### src/rtl/alpha_blend_compositor.sv
// ============================================================================
// Module   : alpha_blend_compositor
// Brief    : Pipelined straight-alpha "over" compositor of NUM_LAYERS RGBA
//            layers onto a background colour, valid/ready flow control.
//            Optional macro COMPOSITOR_LAYER_MASK_EN adds the layer_en port.
// Revision : 1.0 - initial release
// ============================================================================
`default_nettype none

module alpha_blend_compositor #(
    parameter int COLOR_DEPTH = 8,
    parameter int NUM_LAYERS  = 4
) (
    input  logic                                clk,
    input  logic                                rst_n,
    input  logic                                in_valid,
    output logic                                in_ready,
    input  logic [NUM_LAYERS*4*COLOR_DEPTH-1:0] rgba_in,
    input  logic [3*COLOR_DEPTH-1:0]            bg_rgb,
    input  logic                                in_sof,
`ifdef COMPOSITOR_LAYER_MASK_EN
    input  logic [NUM_LAYERS-1:0]               layer_en,
`endif
    output logic                                out_valid,
    input  logic                                out_ready,
    output logic [3*COLOR_DEPTH-1:0]            out_rgb,
    output logic                                out_sof
);

    localparam int             CD = COLOR_DEPTH;
    localparam int             LW = 4 * CD;
    localparam int             RW = 3 * CD;
    localparam logic [CD-1:0]  M  = {CD{1'b1}};

    // Per channel: t = s*a + d*(M-a); x = t + 2^(CD-1); r = (x + (x>>CD)) >> CD.
    function automatic logic [RW-1:0] blend(input logic [LW-1:0] layer,
                                            input logic [RW-1:0] dst);
        logic [CD-1:0]   a;
        logic [2*CD-1:0] t;
        logic [2*CD:0]   x;
        logic [RW-1:0]   r;
        a = layer[CD-1:0];
        r = '0;
        for (int c = 0; c < 3; c++) begin
            t = (2*CD)'(layer[(c+1)*CD +: CD]) * (2*CD)'(a)
              + (2*CD)'(dst[c*CD +: CD]) * (2*CD)'(M - a);
            x = (2*CD+1)'(t) + (2*CD+1)'(1 << (CD-1));
            r[c*CD +: CD] = CD'((x + (x >> CD)) >> CD);
        end
        return r;
    endfunction

    logic                  adv;
    logic [LW-1:0]         in_layer    [NUM_LAYERS];
    logic [LW-1:0]         stage_layer [NUM_LAYERS];
    logic [NUM_LAYERS-1:0] valid_q;
    logic [NUM_LAYERS-1:0] sof_q;
    logic [RW-1:0]         acc_q       [NUM_LAYERS];
    logic [RW-1:0]         acc_d       [NUM_LAYERS];

    assign adv       = out_ready | ~out_valid;
    assign in_ready  = adv;
    assign out_valid = valid_q[NUM_LAYERS-1];
    assign out_sof   = sof_q[NUM_LAYERS-1];
    assign out_rgb   = acc_q[NUM_LAYERS-1];

    // A disabled layer is folded into alpha=0 before it enters its delay line.
    for (genvar k = 0; k < NUM_LAYERS; k++) begin : g_in
`ifdef COMPOSITOR_LAYER_MASK_EN
        assign in_layer[k] = {rgba_in[k*LW+CD +: RW],
                              layer_en[k] ? rgba_in[k*LW +: CD] : {CD{1'b0}}};
`else
        assign in_layer[k] = rgba_in[k*LW +: LW];
`endif
    end

    // Layer k is delayed k cycles so it meets its pixel's accumulator in stage k.
    for (genvar k = 0; k < NUM_LAYERS; k++) begin : g_dly
        if (k == 0) begin : g_direct
            assign stage_layer[k] = in_layer[k];
        end else begin : g_shift
            logic [LW-1:0] sh_q [k];
            always_ff @(posedge clk) begin
                if (!rst_n) begin
                    for (int j = 0; j < k; j++) sh_q[j] <= '0;
                end else if (adv) begin
                    sh_q[0] <= in_layer[k];
                    for (int j = 1; j < k; j++) sh_q[j] <= sh_q[j-1];
                end
            end
            assign stage_layer[k] = sh_q[k-1];
        end
    end

    always_comb begin
        acc_d[0] = blend(stage_layer[0], bg_rgb);
        for (int k = 1; k < NUM_LAYERS; k++) begin
            acc_d[k] = blend(stage_layer[k], acc_q[k-1]);
        end
    end

    always_ff @(posedge clk) begin
        if (!rst_n) begin
            valid_q <= '0;
            sof_q   <= '0;
            for (int k = 0; k < NUM_LAYERS; k++) acc_q[k] <= '0;
        end else if (adv) begin
            valid_q[0] <= in_valid;
            sof_q[0]   <= in_sof;
            for (int k = 1; k < NUM_LAYERS; k++) begin
                valid_q[k] <= valid_q[k-1];
                sof_q[k]   <= sof_q[k-1];
            end
            for (int k = 0; k < NUM_LAYERS; k++) acc_q[k] <= acc_d[k];
        end
    end

endmodule

`default_nettype wire

### config.mk
export PLATFORM = sky130hd
export DESIGN_NAME = alpha_blend_compositor
export DESIGN_NICKNAME = d
export VERILOG_FILES = /design/src/rtl/alpha_blend_compositor.sv
export SDC_FILE = /design/constraint.sdc
export NUM_CORES = 2
export LEC_CHECK = 0
export ABC_CLOCK_PERIOD_IN_PS = 8200
export BUFFER_PORTS_ARGS = -buffer_cell sky130_fd_sc_hd__clkbuf_2
export CAP_MARGIN = 15
export CORE_MARGIN = 5
export CORE_UTILIZATION = 55
export DETAILED_ROUTE_END_ITERATION = 8
export GPL_ROUTABILITY_DRIVEN = 1
export GPL_TIMING_DRIVEN = 0
export PLACE_DENSITY = 0.74
export SYNTH_ARGS = -nofsm -noshare
export SYNTH_HDL_FRONTEND = slang
export SYNTH_SLANG_ARGS = --single-unit
### constraint.sdc
create_clock -name clk -period 8.2 [get_ports clk]
set_clock_uncertainty 0.1 [all_clocks]
set_input_delay 0.82 -clock clk [delete_from_list [all_inputs] [get_ports clk]]
set_output_delay 0.82 -clock clk [all_outputs]
set_load 0.05 [all_outputs]
# ---- Yosys cells after proc, flatten, opt, wreduce, memory -nomap -nowiden
# Memories as Yosys holds them, arrays and structs flattened.
# Cells that the tools add are included.
dict set report op_classes {
  n_reduce_logical 1
  n_mux 15
  addsub 40
  multipliers 24
  bitwise 11
}
# operator n
set ops {}
lappend ops {{$add 16x8->17 const B} 12}
lappend ops {{$add 16x16->16} 12}
lappend ops {{$add 16x9->16} 12}
lappend ops {{$mul 8x8->16} 12}
lappend ops {{$mux 32} 6}
lappend ops {{$mul 8x16->16} 8}
lappend ops {{$mux 24} 4}
lappend ops {{$mul 9x9->16} 4}
lappend ops {{$sub 8x8->9 const A} 4}
lappend ops {{$reduce_or 32->1} 1}
lappend ops {{$or 1x1->1} 10}
lappend ops {{$mux 1} 5}
lappend ops {{$not 1->1} 1}
dict set report totals {
  elab_cells 97
  ff_bits 8
  ramBits 288
  memories 4
  output_inout_bits 27
  in_bits 157
}
# name words word_bits read_ports rd_ports_with_merged_regs wr line
set mem_list {}
lappend mem_list {acc_q 4 24 4 0 4 58} ;# logic [RW-1:0] acc_q [NUM_LAYERS];
lappend mem_list {{g_dly[3].g_shift.sh_q} 3 32 3 0 3 82} ;# logic [LW-1:0] sh_q [k];
lappend mem_list {{g_dly[2].g_shift.sh_q} 2 32 2 0 2 82}
lappend mem_list {{g_dly[1].g_shift.sh_q} 1 32 1 0 1 82}

# ---- Depth between registers and ports, before layout
dict set report depth {
  depth_word 7
  mapped_depth 34
  depth_no_buf 32
}

# ---- Worst setup path after synthesis
# OpenSTA, ideal clock, no wires.
dict set report synth_timing {
  kind {input port to flip-flop}
  startpoint {input rgba_in[2]}
  endpoint {memory acc_q[0][19] (netlist name), data pin}
  required_time_ps 7830
  arrival_time_ps 8109
  setup_ps 270
  path_slack_ps -279
  n_path_buf 2
  path_stages 30
  path_cell_list {clkbuf_1 -> buf_1 -> nand2_1 -> fa_1 -> fa_1 -> inv_1 -> fa_1 -> fa_1 -> fa_1 -> inv_1 -> fa_1 -> inv_1 -> ha_1 -> a21o_1 -> a21oi_1 -> nor2b_1 -> or4_1 -> and3_1 -> nor2_1 -> nand3_1 -> xor2_1 -> ha_1 -> o21ai_0 -> nand2b_1 -> and3_1 -> o21ai_0 -> a21oi_1 -> nor3_1 -> or3_1 -> a21oi_1}
}
# element line
set synth_rtl {}
lappend synth_rtl {{start: declaration} 18} ;# input logic [NUM_LAYERS*4*COLOR_DEPTH-1:0] rgba_in,
lappend synth_rtl {{end: declaration} 58}

==> impl_metrics.json <==
{
  "cts-root-buf": "clkbuf_16",
  "tightestPinTransition_ns": 1.44,
  "synth_top_cell_by_area": "fa_1",
  "synth_cells": 7777,
  "route.detailed.vias_per_inst": 5.59,
  "final.setup.tns_ns": 0,
  "syn-cell-area_sq_um": 72000,
  "ant_nets": 0,
  "worst-endpoint-arrival_ns": 8.45,
  "post_drt_wl_per_cell_um": 19.6,
  "synth_cell_type_count": 113,
  "drv_cap": 0,
  "drive_above_1_share_pct": 12.3,
  "postLayoutCellArea_sq_um": 81300,
  "crit_path_start_kind": "flip-flop",
  "status": "finished, final reports clean",
  "grt_pass1_wl_mm": 307,
  "nNetsFinal": 10300,
  "synth_top_cell_area_share_pct": 31.9,
  "final.min_clock_period_ns": 8.19,
  "finalCritPeriodShare_pct": 99.9,
  "drt-total-wl_mm": 195,
  "clk_pin_slew_worst_paths_ns": 0.08,
  "dieArea_sq_um": 138000,
  "criticalPathCategory": "flip-flop to flip-flop",
  "routed-via-count": 55500,
  "cts_buffers": 40,
  "avgSynthCellArea_sq_um": 9.26,
  "cts_hold_buf": 0,
  "finalMaxSlewViolations": 0,
  "clock_latency_ns": 0.64,
  "antenna_found_initial": 10,
  "core_area_sq_um": 130000,
  "rows": 132,
  "placed_cell_area_sq_um": 75200,
  "holdWs_ns": 0.370,
  "slowest_delay_ns": 0.56,
  "tritoncts": "yes",
  "drc": 0,
  "ys_ff_latch": 296,
  "rsz0062_at_grt": "true",
  "setup_violations": 0,
  "cp_slowest_cell": "or4_4",
  "dp_hpwl_mm": 155,
  "hold_viol_final": 0,
  "async_reset_ff_share_pct": 0,
  "place_ws_ns": -2.17,
  "io_pins": 184,
  "place.gp.congestion": 0.951,
  "required_ns": 8.46,
  "cts.sinks": 296,
  "cts-htree-levels": 2,
  "fmax_ghz": 0.122,
  "synth_edf_count": 288,
  "crit_top_cell": "fa_1",
  "cp_max_fo": 5,
  "synth_nets": 9958,
  "syn_to_final_growth_pct": 13.0,
  "grt_start_max_net_pins": 104,
  "grt_pass1_vias": 58300,
  "maxSlewHeadroom_pct": 4.08,
  "clk_path_buf_depth": 3,
  "crit_path_end_kind": "flip-flop",
  "synthTopCellsByArea": "fa_1 32%, ha_1 15%, edfxtp_1 12%, inv_1 9.0%, nor2b_1 4.3%",
  "hold_class": "flip-flop to flip-flop",
  "ys_seq_area_share_pct": 12.2,
  "yosysWarnings": 0,
  "die_h_um": 372,
  "mostFrequentLayoutCell": "inv_1",
  "dieWidth_um": 372,
  "worst_slack_ns": 0.00564,
  "final_cell_mix": "1721 x inv_1, 1141 x fa_1, 825 x ha_1",
  "synthFlopType": "edfxtp_1",
  "grt_usage_pct": 28.1,
  "dr.pass1.iters": 9,
  "port_buffers": 172,
  "initial_core_util_pct": 55.5,
  "drt-initial-drc-count": 3905,
  "gr-total-overflow": 0
}
==> metrics by stage <==
stage                     util (%)  std cells
after floorplan                  -       7777
after global placement        57.8       9691
after detailed placement      57.9       9697
after CTS                     60.4       9812
after global routing          62.6       9930
final                         62.6       9933
==> layout make-up <==
cell class | instances | area, sq um
fill | 10600 | 48500
antenna | 4 | 10.0
buffer | 246 | 1770
multi-input combinational | 5488 | 58300
clock buffer | 45 | 1020
tap | 1742 | 2180
timing repair buffer | 349 | 2320
inverter | 1735 | 6510
sequential | 296 | 8810
clock inverter | 28 | 404
==> layer usage <==
layer  global-route usage, %  up-vias  share of wire, %
met3                    4.52      526               7.3
met5                       0        -             0.014
met2                    48.5     2089                49
li1                        -    25100                 -
met1                    35.1    27800                39
met4                    12.0        4               4.9
==> critical path: cells and delay by family (launching register included) <==
| kind | cells | cell delay, ns |
|---|---|---|
| adders and majority gates | 8 | 3.54 |
| and+or+nand+nor | 10 | 2.12 |
| buffers and inverters | 10 | 1.06 |
| DFF | 1 | 0.50 |
| AOI/OAI and AO/OA | 2 | 0.41 |
| xor gates and xnor gates | 1 | 0.18 |
==> worst paths after layout <==
| check | startpoint | endpoint | slack [ns] | cells past startpoint |
|---|---|---|---|---|
| max | g_dly[3].g_shift.sh_q[0][68]$_SDFFCE_PN0P_ | acc_q[3][5]$_SDFFCE_PN0P_ | 0.006 | 31 |
| min | valid_q[2]$_SDFFE_PN0P_ | valid_q[3]$_SDFFE_PN0P_ | 0.37 | 1 |
| max reg2reg | g_dly[3].g_shift.sh_q[0][68]$_SDFFCE_PN0P_ | acc_q[3][5]$_SDFFCE_PN0P_ | 0.006 | 31 |
| min reg2reg | valid_q[2]$_SDFFE_PN0P_ | valid_q[3]$_SDFFE_PN0P_ | 0.37 | 1 |
==> sequential cells by signal, indices dropped and copies added, names as in the netlist <==
name,flops
g_dly.g_shift.sh_q,192
acc_q,96
sof_q,4
valid_q,4
==> kinds of logic after synthesis <==
logic type | Yosys count | share of synthesized area [%]
and+or+nand+nor | 2512 | 19.8
xor gates and xnor gates | 303 | 4.04
AOI/OAI and AO/OA | 637 | 6.16
muxes | 11 | 0.156
DFF | 296 | 12.2
adders and majority gates | 2025 | 47.2
buffers and inverters | 1993 | 10.5
==> cells in the mapped netlist (15+ instances only) <==
master    number
a31o_2        22
a31oi_1       32
buf_1         22
a21boi_0      15
nand2_1      464
and4_1        16
o31ai_1       18
o21ai_0       75
nor2_1       157
nand4_1       23
edfxtp_1     288
or3_1         38
nand2b_1     347
or4_1         18
nand3_1       65
clkbuf_1     226
a211oi_1      22
ha_1         876
a21o_1        69
xor2_1        76
a21oi_1      173
nor4_1        17
inv_1       1735
and3_1       235
fa_1        1148
nor3b_1       24
xnor2_1      209
and2_1       465
o21a_1        34
nor3_1        86
nor2b_1      490
o211ai_1      35
==> what timing repair did <==
action                     in CTS  in global routing
resized for setup             369                545
setup endpoints to repair      93                 90
setup buffers                  48                122
pin swaps                      49                177
cloned                          0                  1
Power is left out: the tool's default activity adds up to more than one toggle a clock period on the data nets, which glitch-free logic cannot reach.
